--- src/rtl/pwm_pkg.sv ---
// Shared constants and helpers for the multi-channel PWM controller.
package pwm_pkg;
  localparam int PWM_EDGE   = 0;
  localparam int PWM_CENTER = 1;
  localparam int CNT_W_MIN  = 8;
  localparam int CNT_W_MAX  = 32;
  localparam int NUM_CH_MAX = 16;

  function automatic int duty_lsb(input int ch, input int width);
    return ch * width;
  endfunction
endpackage

--- src/rtl/pwm_channel.sv ---
// One PWM channel: shadow-loaded duty, range check, compare and sticky flag.
module pwm_channel
  import pwm_pkg::*;
#(
  parameter int CNT_W = 20
) (
  input  logic             clk,
  input  logic             rst_n,
  input  logic             enable,
  input  logic             load,
  input  logic             p_zero,
  input  logic [CNT_W-1:0] count,
  input  logic [CNT_W-1:0] p_new,
  input  logic [CNT_W-1:0] duty,
  input  logic             clear,
  output logic             pwm,
  output logic             status
);
  logic [CNT_W-1:0] d_act;
  logic             over_new;

  assign over_new = (duty > p_new);

  // count never exceeds the active period, so an over-range duty is
  // automatically high for the whole period through the plain compare.
  always_ff @(posedge clk or negedge rst_n) begin
    if (!rst_n) begin
      d_act  <= '0;
      pwm    <= 1'b0;
      status <= 1'b0;
    end else begin
      if (load) d_act <= duty;
      pwm    <= enable && !p_zero && (count < d_act);
      status <= (load && over_new) || (status && !clear);
    end
  end
endmodule

--- src/rtl/pwm_controller_multi.sv ---
// Multi-channel PWM with shared edge/centre-aligned timebase, shadowed
// period/duty registers and a maskable sticky out-of-range interrupt.
module pwm_controller_multi
  import pwm_pkg::*;
#(
  parameter int NUM_CH = 4,
  parameter int CNT_W  = 20,
  parameter int CENTER = PWM_EDGE
) (
  input  logic                    Clk,
  input  logic                    Reset,
  input  logic                    Enable,
  input  logic [CNT_W-1:0]        Period,
  input  logic [NUM_CH*CNT_W-1:0] DutyCycle,
  input  logic                    Update,
  input  logic [NUM_CH-1:0]       IntMask,
  input  logic [NUM_CH-1:0]       IntClear,
  output logic [NUM_CH-1:0]       PWM_out,
  output logic [NUM_CH-1:0]       IntStatus,
  output logic                    Interrupt,
  output logic                    PeriodStart,
  output logic [CNT_W-1:0]        count
);
  localparam logic [CNT_W-1:0] ONE = CNT_W'(1);

  logic [CNT_W-1:0] p_act;
  logic [CNT_W-1:0] p_next;
  logic [CNT_W-1:0] count_next;
  logic             dir_down;
  logic             dir_next;
  logic             pending;
  logic             boundary;
  logic             load;
  logic             p_zero;

  assign p_zero = (p_act == '0);

  // A boundary is any cycle where the counter lands on 0: a wrap, or the
  // idle states (disabled or zero period) where loads must not be starved.
  always_comb begin
    count_next = count;
    dir_next   = dir_down;
    boundary   = 1'b0;
    if (!Enable || p_zero) begin
      count_next = '0;
      dir_next   = 1'b0;
      boundary   = 1'b1;
    end else if (CENTER == PWM_CENTER) begin
      if (!dir_down) begin
        if (count >= p_act) begin
          count_next = count - ONE;
          dir_next   = (count != ONE);
        end else begin
          count_next = count + ONE;
        end
      end else begin
        count_next = count - ONE;
        dir_next   = (count != ONE);
      end
      boundary = (count_next == '0);
    end else begin
      if (count >= p_act) begin
        count_next = '0;
        boundary   = 1'b1;
      end else begin
        count_next = count + ONE;
      end
    end
  end

  assign load   = boundary && (pending || Update);
  assign p_next = load ? Period : p_act;

  always_ff @(posedge Clk or negedge Reset) begin
    if (!Reset) begin
      count       <= '0;
      dir_down    <= 1'b0;
      p_act       <= '0;
      pending     <= 1'b0;
      PeriodStart <= 1'b0;
      Interrupt   <= 1'b0;
    end else begin
      count       <= count_next;
      dir_down    <= dir_next;
      p_act       <= p_next;
      pending     <= !load && (pending || Update);
      PeriodStart <= Enable && (count_next == '0) && (p_next != '0);
      Interrupt   <= |(IntStatus & IntMask);
    end
  end

  for (genvar i = 0; i < NUM_CH; i++) begin : g_ch
    pwm_channel #(.CNT_W(CNT_W)) u_ch (
      .clk    (Clk),
      .rst_n  (Reset),
      .enable (Enable),
      .load   (load),
      .p_zero (p_zero),
      .count  (count),
      .p_new  (Period),
      .duty   (DutyCycle[duty_lsb(i, CNT_W) +: CNT_W]),
      .clear  (IntClear[i]),
      .pwm    (PWM_out[i]),
      .status (IntStatus[i])
    );
  end
endmodule

--- config.mk ---
export PLATFORM = sky130hd
export DESIGN_NAME = pwm_controller_multi
export DESIGN_NICKNAME = d
export VERILOG_FILES = /design/src/rtl/pwm_pkg.sv /design/src/rtl/pwm_channel.sv /design/src/rtl/pwm_controller_multi.sv
export SDC_FILE = /design/constraint.sdc
export NUM_CORES = 1
export LEC_CHECK = 0
export ABC_CLOCK_PERIOD_IN_PS = 4200
export BUFFER_PORTS_ARGS = -buffer_cell sky130_fd_sc_hd__buf_2
export CAP_MARGIN = 20
export CELL_PAD_IN_SITES_DETAIL_PLACEMENT = 1
export CELL_PAD_IN_SITES_GLOBAL_PLACEMENT = 1
export CORE_ASPECT_RATIO = 1.75
export CORE_MARGIN = 2
export CORE_UTILIZATION = 39
export DETAILED_ROUTE_END_ITERATION = 6
export PLACE_DENSITY_LB_ADDON = 0.1
export SLEW_MARGIN = 20
export SYNTH_ARGS = -nofsm -noshare
export SYNTH_HDL_FRONTEND = slang
export SYNTH_SLANG_ARGS = --single-unit
--- constraint.sdc ---
create_clock -name Clk -period 4.2 [get_ports Clk]
set_input_delay 0.42 -clock Clk [delete_from_list [all_inputs] [get_ports Clk]]
set_output_delay 0.42 -clock Clk [all_outputs]
set_load 0.005 [all_outputs]
==> run summary <==
pin count of the biggest net entering global routing: 95
synthesized cell area: 9370 µm²
number of flip-flops and latches in the synthesized netlist: 131
setup slack after layout: 1.09 ns
kind of capture point of the worst setup path: register
Max Cap Violations: 0
die height: 209 µm
Critical Setup Path Class: register to register
wire length on met1: 12,400 µm
count of cell types in the netlist: 53
leading area contributor after synthesis: sky130_fd_sc_hd__dfrtp_1
CTS Sinks: 131
Hold Fails Final Rpt: 0
I/O Buffers: 141
CTS root buf: sky130_fd_sc_hd__clkbuf_16
DP Cell Count: 1,460
io pins: 142
crit path launch type: register
final standard cell area without fillers: 10,900 µm²
post-synthesis instance total: 1,034
fin. max-slew vios: 0
accumulated negative setup slack: 0 ns
part of the Yosys area used for sequential elements: 35.0%
buffers inserted during post-CTS setup optimization: 0
Crit Path Max Fanout: 94
Total Routed Length: 31,300 µm
Clock transition at path regs: 0.06 ns
number of antenna violations at the first check in global routing: 1
data arrival at the endpoint of the critical path: 3.47 ns
layout overhead on the synthesized area: 16.8%
number of buffers on the longest clock path: 2
fraction of layout cells with a size suffix above 1: 16.6%
non-filler cells in the finished layout: 1,490
top cells by instance count after synthesis: sky130_fd_sc_hd__ha_1, sky130_fd_sc_hd__dfrtp_1, sky130_fd_sc_hd__o21ai_0
routability congestion estimate from global placement: 0.849
Worst-Skew Late Latency: 0.45 ns
fmax: 322 MHz
overall via count from detail_route: 8,102
DRC violations left: 0
post-detailed-route wirelength per cell: 21.0 µm
Die ar.: 25,300 µm²
count of filler cells inserted in the layout: 2,882
DP HPWL: 25,300 µm
actual transition at the worst max-transition pin: 0.739 ns
first-pass GRT wire length: 49,300 µm
PwrDens: 334 nW/µm²
CTS resizes: 0
DR iter-0 viols: 272
number of hold-repair buffers added at the cts stage: 0
worst-case setup slack after placement: 1.11 ns
min cycle time layout: 3.11 ns
average via count per standard cell: 5.44
number of CTS-inserted buffers: 17
Synth top area share: 35.0%
Rel. slew slack: 50.8%
antenna fix cells: 0
average cell area after synthesis: 9.06 µm²
Post-Syn Nets: 1,323
global-route usage over all layers: 26.2%
initial core utilization: 39.3%
cell with the most instances after synthesis: sky130_fd_sc_hd__ha_1
Placeable Area: 23,800 µm²
met2 WL post-DR: 16,500 µm
setup repair after global routing missed its margin: false
worst ir drop on vdd: 305 µV
drt pass-1 iters: 4
depth of the CTS H-tree: 4
highest signal layer in the routed design: met5
leakage power total: 5.93 nW
count of nets left with antenna violations after detail routing: 0
clock tree from TritonCTS: built
EDFF count, synth: 0
endpoints failing setup: 0
Worst Path Required: 4.57 ns
area after detailed placement: 10,400 µm²
number of cell rows: 75
Final #Nets: 1,460
final setup skew: 0.00864 ns
number of global-route vias before repair: 8,920
fraction of synthesis flops using an asynchronous set or reset pin: 100%
Synth Warn #: 0
post-route fraction of the period consumed by the critical path: 74.0%
total congestion overflow: 0
logic depth of the worst register-to-register path: 9
routed wl met3: 1310 µm
dominant synthesized flop cell: sky130_fd_sc_hd__dfrtp_1
floorplan die width: 121 µm
path category of the worst min-delay check: primary input to async pin
top cells by area in the synthesized netlist: sky130_fd_sc_hd__dfrtp_1, sky130_fd_sc_hd__ha_1, sky130_fd_sc_hd__o21ai_0
run status: completed
==> metrics by stage <==
| stage | total power [mW] | hold WS [ns] | utilization [%] |
|---|---|---|---|
| after CTS | 3.70 | 0.0196 | 45.9 |
| after floorplan | 1.93 | 0.124 | - |
| after global placement | 2.22 | 0.496 | 43.6 |
| after global routing | 3.86 | 0.0464 | 45.9 |
| after detailed placement | 2.25 | 0.500 | 43.6 |
| final | 3.66 | 0.00337 | 45.9 |
==> flip-flops by register name, summed over array words and instances, names as in the netlist <==
name / cells
g_ch.u_ch.status: 4
g_ch.u_ch.pwm: 4
pending: 1
g_ch.u_ch.d_act: 80
Interrupt: 1
p_act: 20
PeriodStart: 1
count: 20
==> power breakdown <==
part | internal (mW) | total, mW | switching, mW
clock network | 0.880 | 1.44 | 0.560
registers | 1.40 | 1.47 | 0.0678
logic | 0.296 | 0.747 | 0.451
total | 2.58 | 3.66 | 1.08
==> area by class of cell <==
| cell class | instances | area (µm²) | share of cell area [%] |
|---|---|---|---|
| inverters | 126 | 473 | 4.32 |
| flip-flops and latches | 131 | 3280 | 30.0 |
| repair buffers | 153 | 815 | 7.45 |
| multi-input cells | 742 | 5430 | 49.7 |
| clock inverters | 5 | 50.0 | 0.458 |
| well taps | 308 | 385 | 3.52 |
| clock buffers | 25 | 505 | 4.62 |
==> metal layers <==
metal	global-route usage, %	up-vias
li1	-	3887
met4	11.2	2
met2	47.8	189
met3	4.97	58
met1	29.2	3966
met5	0	-
==> kinds of logic (layout without fill, tap and decap cells) <==
family / count (synthesis) / in the layout / share of synthesized area, %
AOI/OAI and AO/OA: 267 / 267 / 17.0
xor gates and xnor gates: 21 / 21 / 1.96
adders and majority gates: 177 / 177 / 23.6
buffers and inverters: 161 / 309 / 7.11
DFF: 131 / 131 / 35.0
muxes: 7 / 7 / 0.868
and+or+nand+nor: 270 / 270 / 14.4
==> placed cells by master, fill, tap and decap left out, types with 4 or more instances in the layout <==
cell and n:
sky130_fd_sc_hd__nand2_1 110, sky130_fd_sc_hd__ha_1 177, sky130_fd_sc_hd__nand4_1 34, sky130_fd_sc_hd__and4_1 5
sky130_fd_sc_hd__a21oi_1 38, sky130_fd_sc_hd__buf_2 140, sky130_fd_sc_hd__nand2b_1 15, sky130_fd_sc_hd__nand3_1 13
sky130_fd_sc_hd__o21a_1 9, sky130_fd_sc_hd__nor4_1 10, sky130_fd_sc_hd__dfrtp_1 131, sky130_fd_sc_hd__mux2_2 5
sky130_fd_sc_hd__clkbuf_16 17, sky130_fd_sc_hd__nor2b_1 10, sky130_fd_sc_hd__and3_1 8, sky130_fd_sc_hd__a21o_1 54
sky130_fd_sc_hd__xor2_1 11, sky130_fd_sc_hd__clkbuf_8 5, sky130_fd_sc_hd__xnor2_1 10, sky130_fd_sc_hd__inv_1 126
sky130_fd_sc_hd__nor3_1 13, sky130_fd_sc_hd__clkinv_2 4, sky130_fd_sc_hd__nor2_1 40, sky130_fd_sc_hd__o22ai_1 4
sky130_fd_sc_hd__buf_4 11, sky130_fd_sc_hd__o21ai_0 131, sky130_fd_sc_hd__a211oi_1 10
==> critical path, cell delays in order (launching register included) <==
cell and delay [ns]:
sky130_fd_sc_hd__dfrtp_1 0.54, sky130_fd_sc_hd__ha_1 0.40, sky130_fd_sc_hd__a21oi_1 0.07, sky130_fd_sc_hd__o21a_1 0.22, sky130_fd_sc_hd__a2111oi_0 0.44, sky130_fd_sc_hd__a211o_1 0.23, sky130_fd_sc_hd__o21a_4 0.42, sky130_fd_sc_hd__buf_12 0.37
sky130_fd_sc_hd__nand2_1 0.16, sky130_fd_sc_hd__o21ai_0 0.10
==> final timing paths <==
path	start	end	slack, ns
max	count[9]	p_act[18]	1.09
min	Reset	g_ch[2].u_ch.d_act[2]	0.003
max reg2reg	count[9]	p_act[18]	1.09
min reg2reg	g_ch[2].u_ch.d_act[0]	g_ch[2].u_ch.d_act[0]	0.51
max in group asynchronous	Reset	g_ch[1].u_ch.d_act[19]	3.24
min in group Clk	IntClear[0]	g_ch[0].u_ch.status	0.15
Note: power is estimated with default switching activity, not from simulation.
